[config.mk]
export PLATFORM = sky130hd
export DESIGN_NAME = pipelined_barrel_shifter
export DESIGN_NICKNAME = d
export VERILOG_FILES = /design/src/rtl/bshift_pkg.sv /design/src/rtl/bshift_level.sv /design/src/rtl/pipelined_barrel_shifter.sv
export SDC_FILE = /design/constraint.sdc
export NUM_CORES = 1
export LEC_CHECK = 0
export ABC_AREA = 1
export CORE_ASPECT_RATIO = 0.6
export CORE_MARGIN = 1
export CORE_UTILIZATION = 30
export DETAILED_ROUTE_END_ITERATION = 10
export PLACE_DENSITY = 0.57
export SYNTH_ARGS = -nofsm -noshare
export SYNTH_HDL_FRONTEND = slang
export SYNTH_SLANG_ARGS = --single-unit
[constraint.sdc]
create_clock -name clk -period 3.4 [get_ports clk]
set_input_delay 0.68 -clock clk [delete_from_list [all_inputs] [get_ports clk]]
set_output_delay 0.68 -clock clk [all_outputs]
set_load 0.01 [all_outputs]
[src/rtl/bshift_pkg.sv]
// Shared types for the pipelined barrel shifter.
// Optional feature macro: PIPELINED_BARREL_SHIFTER_SRA_EN (arithmetic right shift).
package bshift_pkg;

  // Operation codes; values 5-7 are not listed and pass the operand through.
  typedef enum logic [2:0] {
    OP_ROL = 3'd0,
    OP_ROR = 3'd1,
    OP_SLL = 3'd2,
    OP_SRL = 3'd3,
    OP_SRA = 3'd4
  } op_e;

endpackage

[src/rtl/bshift_level.sv]
// One combinational shift level: moves the word by SHIFT bit positions when
// enabled, otherwise passes it through.
// Optional feature macro: PIPELINED_BARREL_SHIFTER_SRA_EN (sign fill for op 4).
module bshift_level
  import bshift_pkg::*;
#(
  parameter int N     = 16,
  parameter int SHIFT = 1
) (
  input  logic [N-1:0] data,
  input  logic         enable,
  input  op_e          op,
  input  logic         sign,
  output logic [N-1:0] result
);

`ifndef PIPELINED_BARREL_SHIFTER_SRA_EN
  // Without sign fill the sign bit has no consumer in this level.
  logic unused_sign;
  assign unused_sign = sign;
`endif

  // Select the shifted/rotated form of the word for this level.
  always_comb begin
    result = data;
    if (enable) begin
      case (op)
        OP_ROL:  result = {data[N-SHIFT-1:0], data[N-1:N-SHIFT]};
        OP_ROR:  result = {data[SHIFT-1:0], data[N-1:SHIFT]};
        OP_SLL:  result = {data[N-SHIFT-1:0], {SHIFT{1'b0}}};
        OP_SRL:  result = {{SHIFT{1'b0}}, data[N-1:SHIFT]};
`ifdef PIPELINED_BARREL_SHIFTER_SRA_EN
        OP_SRA:  result = {{SHIFT{sign}}, data[N-1:SHIFT]};
`else
        OP_SRA:  result = {{SHIFT{1'b0}}, data[N-1:SHIFT]};
`endif
        default: result = data;
      endcase
    end
  end

endmodule

[src/rtl/pipelined_barrel_shifter.sv]
// Pipelined barrel shifter/rotator: one register stage per shift level, so a
// word accepted at edge E is presented after edge E+L-1. A single global stall
// (advance) freezes every stage while a result waits for the consumer.
// Optional feature macro: PIPELINED_BARREL_SHIFTER_SRA_EN (arithmetic right shift).
module pipelined_barrel_shifter
  import bshift_pkg::*;
#(
  parameter int N = 16
) (
  input  logic                 clk,
  input  logic                 reset_n,
  input  logic                 in_valid,
  output logic                 in_ready,
  input  logic [N-1:0]         in_data,
  input  logic [$clog2(N)-1:0] in_amt,
  input  logic [2:0]           in_op,
  output logic                 out_valid,
  input  logic                 out_ready,
  output logic [N-1:0]         out_data,
  output logic                 out_zero
);

  localparam int L = $clog2(N);

  // The full amount travels with the word; each level consumes its own bit.
  // zero is only meaningful in the last stage, where it drives out_zero.
  typedef struct packed {
    logic         valid;
    logic [N-1:0] data;
    logic [L-1:0] amt;
    op_e          op;
    logic         sign;
    logic         zero;
  } stage_t;

  stage_t stage_q [L];
  stage_t stage_d [L];
  logic   advance;

  assign advance   = !stage_q[L-1].valid || out_ready;
  assign in_ready  = advance;
  assign out_valid = stage_q[L-1].valid;
  assign out_data  = stage_q[L-1].data;
  assign out_zero  = stage_q[L-1].zero;

  for (genvar i = 0; i < L; i++) begin : g_level
    logic [N-1:0] shifted;

    if (i == 0) begin : g_first
      bshift_level #(.N(N), .SHIFT(1 << i)) u_level (
        .data   (in_data),
        .enable (in_amt[0]),
        .op     (op_e'(in_op)),
        .sign   (in_data[N-1]),
        .result (shifted)
      );
      assign stage_d[i] = '{valid: in_valid, data: shifted, amt: in_amt,
                            op: op_e'(in_op), sign: in_data[N-1],
                            zero: (shifted == '0)};
    end else begin : g_rest
      bshift_level #(.N(N), .SHIFT(1 << i)) u_level (
        .data   (stage_q[i-1].data),
        .enable (stage_q[i-1].amt[i]),
        .op     (stage_q[i-1].op),
        .sign   (stage_q[i-1].sign),
        .result (shifted)
      );
      // Zero flag is formed from the value entering the register so that it
      // lands in the final stage together with out_data.
      assign stage_d[i] = '{valid: stage_q[i-1].valid, data: shifted,
                            amt: stage_q[i-1].amt, op: stage_q[i-1].op,
                            sign: stage_q[i-1].sign, zero: (shifted == '0)};
    end
  end

  // All stages load together on advance and hold together on stall.
  always_ff @(posedge clk or negedge reset_n) begin
    if (!reset_n) begin
      for (int i = 0; i < L; i++) stage_q[i] <= '0;
    end else if (advance) begin
      for (int i = 0; i < L; i++) stage_q[i] <= stage_d[i];
    end
  end

endmodule

Word level (Yosys, flattened, before mapping)
Cells that the tools add are included.
- register bits after elaboration: 90
- output and inout bits: 19
- eq/ne operators: 16
- mux-type cells: 8
- reduce and logical (&&, ||, !) cells: 12
- operators by type and width (cell ; count):
    16-bit case mux with 4 select lines ; 3
    16-bit 2-to-1 mux ; 4
    16-bit case mux with 3 select lines ; 1
    3-bit by 2-bit equality test with 1-bit output, second input constant ; 8
    16-bit logical NOT ; 1
    3-bit by 1-bit equality test with 1-bit output, second input constant ; 4
    3-bit equality test, second input constant ; 4
    3-bit logical NOT ; 4
    2-bit OR reduction ; 5
    1-bit logical NOT ; 1
    1-bit logical OR ; 1

Longest topological paths before layout
Gate-level depths: netlist of run 1.
- word-level depth: 5
- mapped depth: 11
- depth with buffers taken out: 11

Hierarchy
Synthesis of run 1 repeated with hierarchy kept, for this count alone.
- cells, all modules: 809
- area total of the unflattened synthesis: 5521.5 µm²
- modules (own cells, without submodules) (module ; times used ; cells an instance ; area an instance (µm²) ; sequential area each (µm²)):
    pipelined_barrel_shifter ; 1 ; 396 ; 3440.8 ; 2177.1
    bshift_level (g_level[1].g_rest.u_level) ; 1 ; 115 ; 616.8 ; 0.0
    bshift_level (g_level[0].g_first.u_level) ; 1 ; 111 ; 601.8 ; 0.0
    bshift_level (g_level[2].g_rest.u_level) ; 1 ; 112 ; 501.7 ; 0.0
    bshift_level (g_level[3].g_rest.u_level) ; 1 ; 75 ; 360.3 ; 0.0

Worst setup path after synthesis of run 1
No wires, ideal clock.
- path type: input to output
- start: input out_ready
- end: output in_ready
- arrival time: 1.156 ns
- required time: 2.720 ns
- setup slack: 1.564 ns
- cell stages on the path: 3
- buffers on the path: 1
- path through: nor2_2 > inv_2 > clkbuf_1
- cells in the longest elaborated chain, start to end: 1
- ends and longest elaborated chain (what ; line ; RTL):
    start, declared ; pipelined_barrel_shifter.sv:18 ; input logic out_ready,
    1-bit logical OR ; pipelined_barrel_shifter.sv:40 ; assign advance = !stage_q[L-1].valid || out_ready;
    end, declared ; pipelined_barrel_shifter.sv:13 ; output logic in_ready,
No other way between the ends.

Final worst setup path of run 1
Same ends and word-level chain as after synthesis.

==> impl_summary.md, run 1 <==
Synth
The simple-gate portion of the synthesized area is just under 20%. In this run, distinct cell masters in the synthesized netlist total 24. The synthesized flop and latch total is 84. After synthesis the cells add up to between 4000 and 5000 sq um. The count of yosys warnings during synthesis is 0. Yosys attributes the largest share of cell area to dfrtp_1 (48%), nand2_1 (14%), o221ai_1 (8.4%), o21ai_0 (6.0%), inv_1 (5.6%). The net count after synthesis is between 500 and 600.

Sequential cells were found to cover between 40 and 50% of the synthesized design area. The per-instance average area after synthesis is between 7 and 8 sq um. The gate count after technology mapping is 565. The complex-gate fraction of the synthesized area is a little under a quarter.

Of the total synthesized cell area, the portion taken by full adders, half adders and majority gates is 0%. In this run the biggest area consumer among cell types represents 47.77% of the synthesized area. The dominant cell type by area after synthesis is dfrtp_1.

By area, the combinational part of the netlist is dominated by compound AO/OA/AOI/OAI gates. After synthesis, the share of cell area in mux cells is 0%. Of the total synthesized cell area, the portion taken by XOR and XNOR cells is 0%.

STA
For the pin with the worst max-slew slack, the measured transition is approximately 1.1 ns. The portion of the clock cycle consumed by the worst path in the final layout is between 70 and 80%. The max-slew violation count is 0. The count of final setup violators is 0.

Setup repair after global routing left no endpoint under its margin. In this run the tightest slew margin relative to its limit is approximately 27%. The upper clock frequency limit is around 400 MHz. The number of hold violations in the final report is 0. The minimum clock period is approximately 2.5 ns. The final setup TNS is 0 ns. The largest clock skew in the final design is about 0.0079 ns.

Setup path
The reg-to-reg setup timing slack is approximately 1.4 ns. The most used cell along the critical path is clkdlybuf4s50_1. For the worst setup path, the data required time is ~2.7 ns.

Along the worst path, the maximum fanout reaches 2. The critical path starts at out_ready. The critical-path cell with the highest stage delay is clkdlybuf4s50_1. The worst setup path is of the primary input to primary output kind. The worst flop-to-flop path endpoint is stage_q[75].

In this run the critical register-to-register path is launched from stage_d[54]. The kind of start point of the critical path is a primary input. The arrival time reported for the critical path endpoint is 1.80 ns.

The signal on the critical path passes through clkdlybuf4s50_1 > nor2_4 > inv_2 > clkdlybuf4s50_1. The worst setup path is captured at a primary output. The logic depth of the worst register-to-register path is 5. In this design, the stage delay of the slowest critical-path cell is 0.53 ns.

GRT
The number of global-route vias before repair is between 3,000 and 4,000. The pin count of the biggest net entering global routing is 87. The overall overflow remaining after global route is 0. The first global-routing pass estimated between 15,000 and 20,000 um of wire. The global-route usage over all layers is 16.41%.

The number of antenna violations at the first check in global routing is 0.

Placement
The count of buffers inserted at the top-level ports is 45. The cell count after placement is about 770. After legalization and detailed placement, the total HPWL measured 8000 um. At the end of routability-driven placement, the weighted congestion stood at about 0.85.

Routing
After detailed routing, the number of remaining DRC violations is 0. The first TritonRoute pass finished after 4 iterations. The post-detailed-route wirelength per cell is between 10 and 15 um. The count of nets left with antenna violations after detail routing is 0. The detail-routed via count per cell is about 5.2. The total wirelength of the detailed-routed design is between 10,000 and 15,000 um.

After the first detailed-routing iteration, the DRC count stood at ~450. The routed layout has between 4,000 and 5,000 vias.

Pwr
The internal portion of the total power is roughly 2.9 mW. The fraction of power spent switching nets is approximately 42%. The clock network fraction of design power is 20.6%.

Summed over all nets, the switching power comes to around 2.1 mW. The maximum ir drop on the vdd rail is between 0.0005 and 0.0006 V. In this run, flip-flops and latches consume 34.9% of the power. The ratio of total power to cell area is around 950 nW/um^2. The analysis attributes to cell leakage a power of 2.456 nW. The fraction of power consumed by combinational cells is around 45%.

Final layout
Leaving out filler cells and counting taps, the final layout contains 785. After the last flow step, the layout net total stands at just over 600. The share of post-route cells with drive strength above 1 is around 5.4%. The end-of-flow core utilization is between 30% and 40%. Relative to the synthesized area, the layout overhead comes to 19.16%. 0 antenna diodes ended up in the layout.

Flow run
The reported max-cap violation count is 0.

Floorplanning
The starting density of the core is between 30% and 40%. The die width is 158.4 um. The floorplan step set the die height to 95.82 um. The die covers about 15,000 sq um. The initialized floorplan defines 33 standard-cell rows. During I/O placement, the number of pins put on the boundary was between 40 and 50. The core region area is 14,000 sq um.

CTS
The post-cts repair resize count is 0. CTS built an H-tree with a depth of 3. The clock latency on the worst-skew pair is ~0.34 ns. After clock tree synthesis, the clock-pin slew on the worst setup and hold paths is 0.06 ns. The cell sitting at the root of the clock tree is a clkbuf_16. The number of buffers added by the clock tree synthesis step is 9. The clock passes through at most 2 buffers.

The hold buffer count at CTS is 0. The TritonCTS clock tree is done. CTS saw 84 sinks. The post-CTS setup repair buffer count is 0.

Worst hold path
The tightest min-delay check is of the flop to flop type. The terminating pin of the worst hold path is out_valid. The start point of the worst min-delay path is stage_d[25].

The worst hold path stage count is 2.

Status
The flow ran to the end, and the final reports show no timing, DRC or antenna violations.
[stage by stage]
step           setup slack [ns]  power, mW  hold slack, ns  cell area [sq um]
2_1_floorplan             1.564      3.240          0.3844               4400
3_3_place_gp             0.7499      3.877          0.4404               4940
3_5_place_dp             0.7884      3.938          0.4491               4940
6_report                 0.9156      4.994          0.4530               5244
4_1_cts                  0.9090      4.985          0.4631               5244
5_1_grt                  0.8892      5.391          0.4730               5244
[power groups by stage]
stage / combinational, mW / sequential [mW] / clock (mW)
global placement: 2.13 / 1.74 / 0
detailed placement: 2.18 / 1.75 / 0
finish: 2.23 / 1.74 / 1.03
floorplan: 1.52 / 1.72 / 0
CTS: 2.20 / 1.74 / 1.04
global route: 2.50 / 1.80 / 1.09
[synth_stat cells]
cell	number
buf_2	12
o21ai_2	1
clkbuf_1	16
buf_6	3
nand2_2	8
o211ai_1	1
nand4_1	2
inv_2	4
o21ai_1	4
buf_4	2
nand3_1	10
o22ai_1	5
o21ai_0	53
inv_1	66
and2_1	2
dfrtp_1	84
nor2_2	2
nand2_1	159
o31ai_1	1
o221ai_1	42
a21oi_1	42
a31oi_1	15
o21a_1	1
nor2_1	30
[sequential cells by signal, indices dropped and copies added, names as in the netlist]
name and count:
stage_q 48, stage_d 18, out_data 16, out_valid 1
out_zero 1
[cells by family (layout without fill, tap and decap cells)]
family | count (synthesis) | count (layout)
flip-flops | 84 | 84
AO/OA/AOI/OAI | 165 | 165
buffers and inverters | 103 | 131
AND/OR/NAND/NOR | 213 | 213
[layout make-up]
| class | instances | area, sq um |
|---|---|---|
| multi-input combinational | 378 | 1872 |
| inverter | 70 | 262.8 |
| sequential | 84 | 2102 |
| fill | 1431 | 8753 |
| timing repair buffer | 47 | 462.9 |
| clock inverter | 5 | 78.83 |
| clock buffer | 9 | 225.2 |
| tap | 192 | 240.2 |
[worst max-delay path by stage]
stage | end | slack (ns) | depth (start not counted)
floorplan | in_ready | 1.56 | 3
global placement | stage_q[87] | 0.75 | 7
detailed placement | stage_q[87] | 0.79 | 7
CTS | in_ready | 0.91 | 4
global route | in_ready | 0.89 | 4
finish | in_ready | 0.92 | 4
[placed cells by master, fill, tap and decap left out, drive strengths merged]
| cell | n |
|---|---|
| buf | 3 |
| bufinv | 2 |
| nand4 | 2 |
| o211ai | 1 |
| clkbuf | 9 |
| clkinv | 3 |
| a21oi | 42 |
| o21ai | 58 |
| o221ai | 42 |
| inv | 70 |
| o31ai | 1 |
| and2 | 2 |
| nand2 | 167 |
| o21a | 1 |
| o22ai | 5 |
| nor2 | 32 |
| dfrtp | 84 |
| clkdlybuf4s50 | 44 |
| a31oi | 15 |
| nand3 | 10 |
[metal layers]
layer	up-vias	GRT usage, %	share of wire (%)
met1	1966	25.56	52
met3	8	4.863	8.0
li1	1945	-	-
met2	164	21.56	39
met4	0	3.686	0.73
met5	-	0	0
[worst max-delay path: cells and delay by family]
family | cells | cell delay, ns
buffers and inverters | 3 | 1.08
AND/OR/NAND/NOR | 1 | 0.05
No activity file was read; power rests on OpenSTA's default activity.
==> inputs of run 2 (changes only) <==
- PLACE_DENSITY: 0.57 -> 0.58
- clock period: 3.4 -> 2.2 ns (I/O delays scaled with it)
==> run 2 against run 1 <==
  * Design area grew 2.1%
  * Non-clock buffer count grew 11
  * Worst setup slack lost 0.73 ns
  * Critical path type unchanged
  * Sequential power grew 53%
  * Die area is the same
  * Wire length shrank 0.64%
  * Critical path depth is the same
  * Critical endpoint unchanged
  * Global-route usage grew 0.44 points
==> impl_summary.md, run 2 (synthesized netlist as in run 1, its figures left out) <==
Status
The run finished with clean final reports.

CTS
The cell sitting at the root of the clock tree is a clkbuf_16. No sink is reached through more buffers than the 2 on the longest clock path. The clock latency on the worst-skew pair is 0.34 ns.

In this run the number of H-tree levels came out at 3. The total number of clock tree sinks is 84. The hold buffer count at CTS is 0. Clock tree synthesis inserted a total of 9 buffers. The TritonCTS clock tree is done. The post-CTS setup repair buffer count is 0. Gates resized during post-CTS repair numbered 0. Clock-pin slew was measured on the worst setup and hold paths at around 0.050 ns.

Flow run
The reported max-cap violation count is 0.

STA
The minimum clock period is 2.015 ns. The count of final setup violators is 0. The transition time at the pin with the least slew margin is 0.6241 ns.

The max-slew violation count came to 0. The max-slew headroom at the worst pin is roughly three fifths. After layout, the worst path uses between 90% and 100% of the clock period.

Between clock sinks in the finished design, the worst skew comes to about 0.008 ns. For this run, the top clock speed supported by timing is just under 500 MHz. In the post-route analysis, the smallest setup slack over all paths is between 0.15 and 0.2 ns. The number of hold violations in the final report is 0.

The final setup TNS is 0 ns. Setup repair after global routing left no endpoint under its margin.

Placement
The count of buffers inserted at the top-level ports is 45. The congestion estimate from routability-driven global placement came to 0.8693. The pre-CTS worst setup slack is between 0.15 and 0.2 ns. Detailed placement finished with a half-perimeter wire length of 8379 um.

Routing
The count of nets left with antenna violations once routing finished came out at 0. The met1 wire length is 6131 um. After the first detailed-routing iteration, the DRC count stood at 414. The total wirelength of the detailed-routed design is approximately 12,000 um. The post-detailed-route wirelength per cell is about 15 um. The uppermost metal layer occupied by signal nets is met4. The met3 wire length is ~800 um. The final route contains 4,029 vias. Using the TritonRoute via totals, the vias-per-cell ratio works out to between 5 and 6.

For this run, the detailed router's first-pass iteration total came to 5. For this run, design rule violations remaining after detail routing come to 0. The met2 wire length is between 4000 and 5000 um.

Final layout
The library cell used most frequently in the layout, excluding fill and tap cells, is nand2_1. Registers take roughly 2100 sq um. The multi-input combinational cells in the finished layout cover a total of between 1500 and 2000 sq um. The share of post-route cells with drive strength above 1 is between 7 and 8%. The synthesis-to-layout area growth is 21.67%. The number of nets at the end of the flow is approximately 630. In the layout the commonest cells are nand2_1 (159), dfrtp_1 (84), inv_1 (66). The filler cell count in the final layout is around 1,400. The number of antenna cells inserted is 0. The register with the most flip-flops is stage_q.

The number of flip-flops under the largest register name is 48.

Floorplanning
The total number of placement rows is 33. The core region area is 14,000 sq um. The die footprint is around 15,000 sq um.

The die boundary height is around 96 um. The die width is approximately 160 um. The I/O pin total is 46. The initial utilization of the core area, before any placement, comes to roughly a third.

Setup path
The critical-path cell with the highest stage delay is clkdlybuf4s50_1. The most numerous cell type found on the critical path is clkdlybuf4s50_1. The worst setup path is captured at a primary output. The arrival time reported for the critical path endpoint is about 1.6 ns. In this run the worst path has a maximum fanout of 2. The critical setup path kind is primary input to primary output. The signal on the critical path passes through clkdlybuf4s50_1 > nor2_4 > inv_2 > clkdlybuf4s50_1. The worst setup path is launched from a primary input. The highest cell delay on the worst timing path is about 0.53 ns.

For the worst setup path, the data required time is around 1.8 ns.

GRT
Entering global routing, the biggest net connects between 80 and 90 pins. The number of global-route vias before repair came to roughly 4,000. The global-route wire length before repair is slightly below 20,000 um. After global routing the overflow that remains totals 0. Global routing consumed, over all layers together, 16.85% of the routing resources. The number of antenna violations at the first check in global routing came to 0.

Pwr
The ratio of total power to cell area is 1453 nW/um^2. The static power due to leakage is 2.513 nW. The maximum ir drop on the vdd rail is 0.0008634 V. The total power is roughly 7.8 mW.

Worst hold path
The min-delay analysis places its worst path in the category primary input to asynchronous set/reset pin.
[run 2: changes by cell type in the layout (fill, tap and decap cells not counted), sizes merged]
cell      change
buf          +11
clkinvlp      +1
clkbuf        +1
clkinv        -1
[run 2: routing by layer]
metal,vias to the layer above,global-route usage [%]
met2,143,23.50
li1,1963,-
met1,1917,25.82
met4,0,3.365
met5,-,0
met3,6,4.232
[run 2: final cells by class]
class	instances	share of cell area, %
clock buffers	10	4.277
flip-flops and latches	84	39.26
multi-input cells	378	34.96
repair buffers	58	10.66
well taps	192	4.487
clock inverters	5	1.449
inverters	70	4.908
[run 2: worst max-delay path, delay by kind of cell]
| family | cells | cell delay, ns |
|---|---|---|
| AND/OR/NAND/NOR | 1 | 0.06 |
| buffers and inverters | 3 | 1.08 |
[run 2: path summary, 6_finish.rpt]
check | startpoint | endpoint | slack (ns) | cells past startpoint
max | out_ready | in_ready | 0.18 | 4
min | reset_n | stage_q[66] | 0.02 | 1
max reg2reg | stage_d[28] | stage_q[44] | 0.34 | 6
min reg2reg | stage_d[25] | out_valid | 0.46 | 2
max in group asynchronous | reset_n | stage_q[102] | 1.60 | 2
min in group clk | stage_d[25] | out_valid | 0.46 | 2
[run 2: power by group]
part	switching, mW	internal [mW]
Sequential	0.422	2.25
Combinational	2.24	1.30
Clock	0.585	0.983
[run 2: stage by stage]
step	hold slack [ns]	utilization [%]	instance area, sq um	instances
final	0.02106	38.25	5354	797
after global routing	0.04908	38.25	5354	797
after CTS	0.03173	38.25	5354	797
after detailed placement	0.3916	36.06	5047	782
after global placement	0.3898	36.06	5047	782
after floorplan	0.1444	-	4400	565
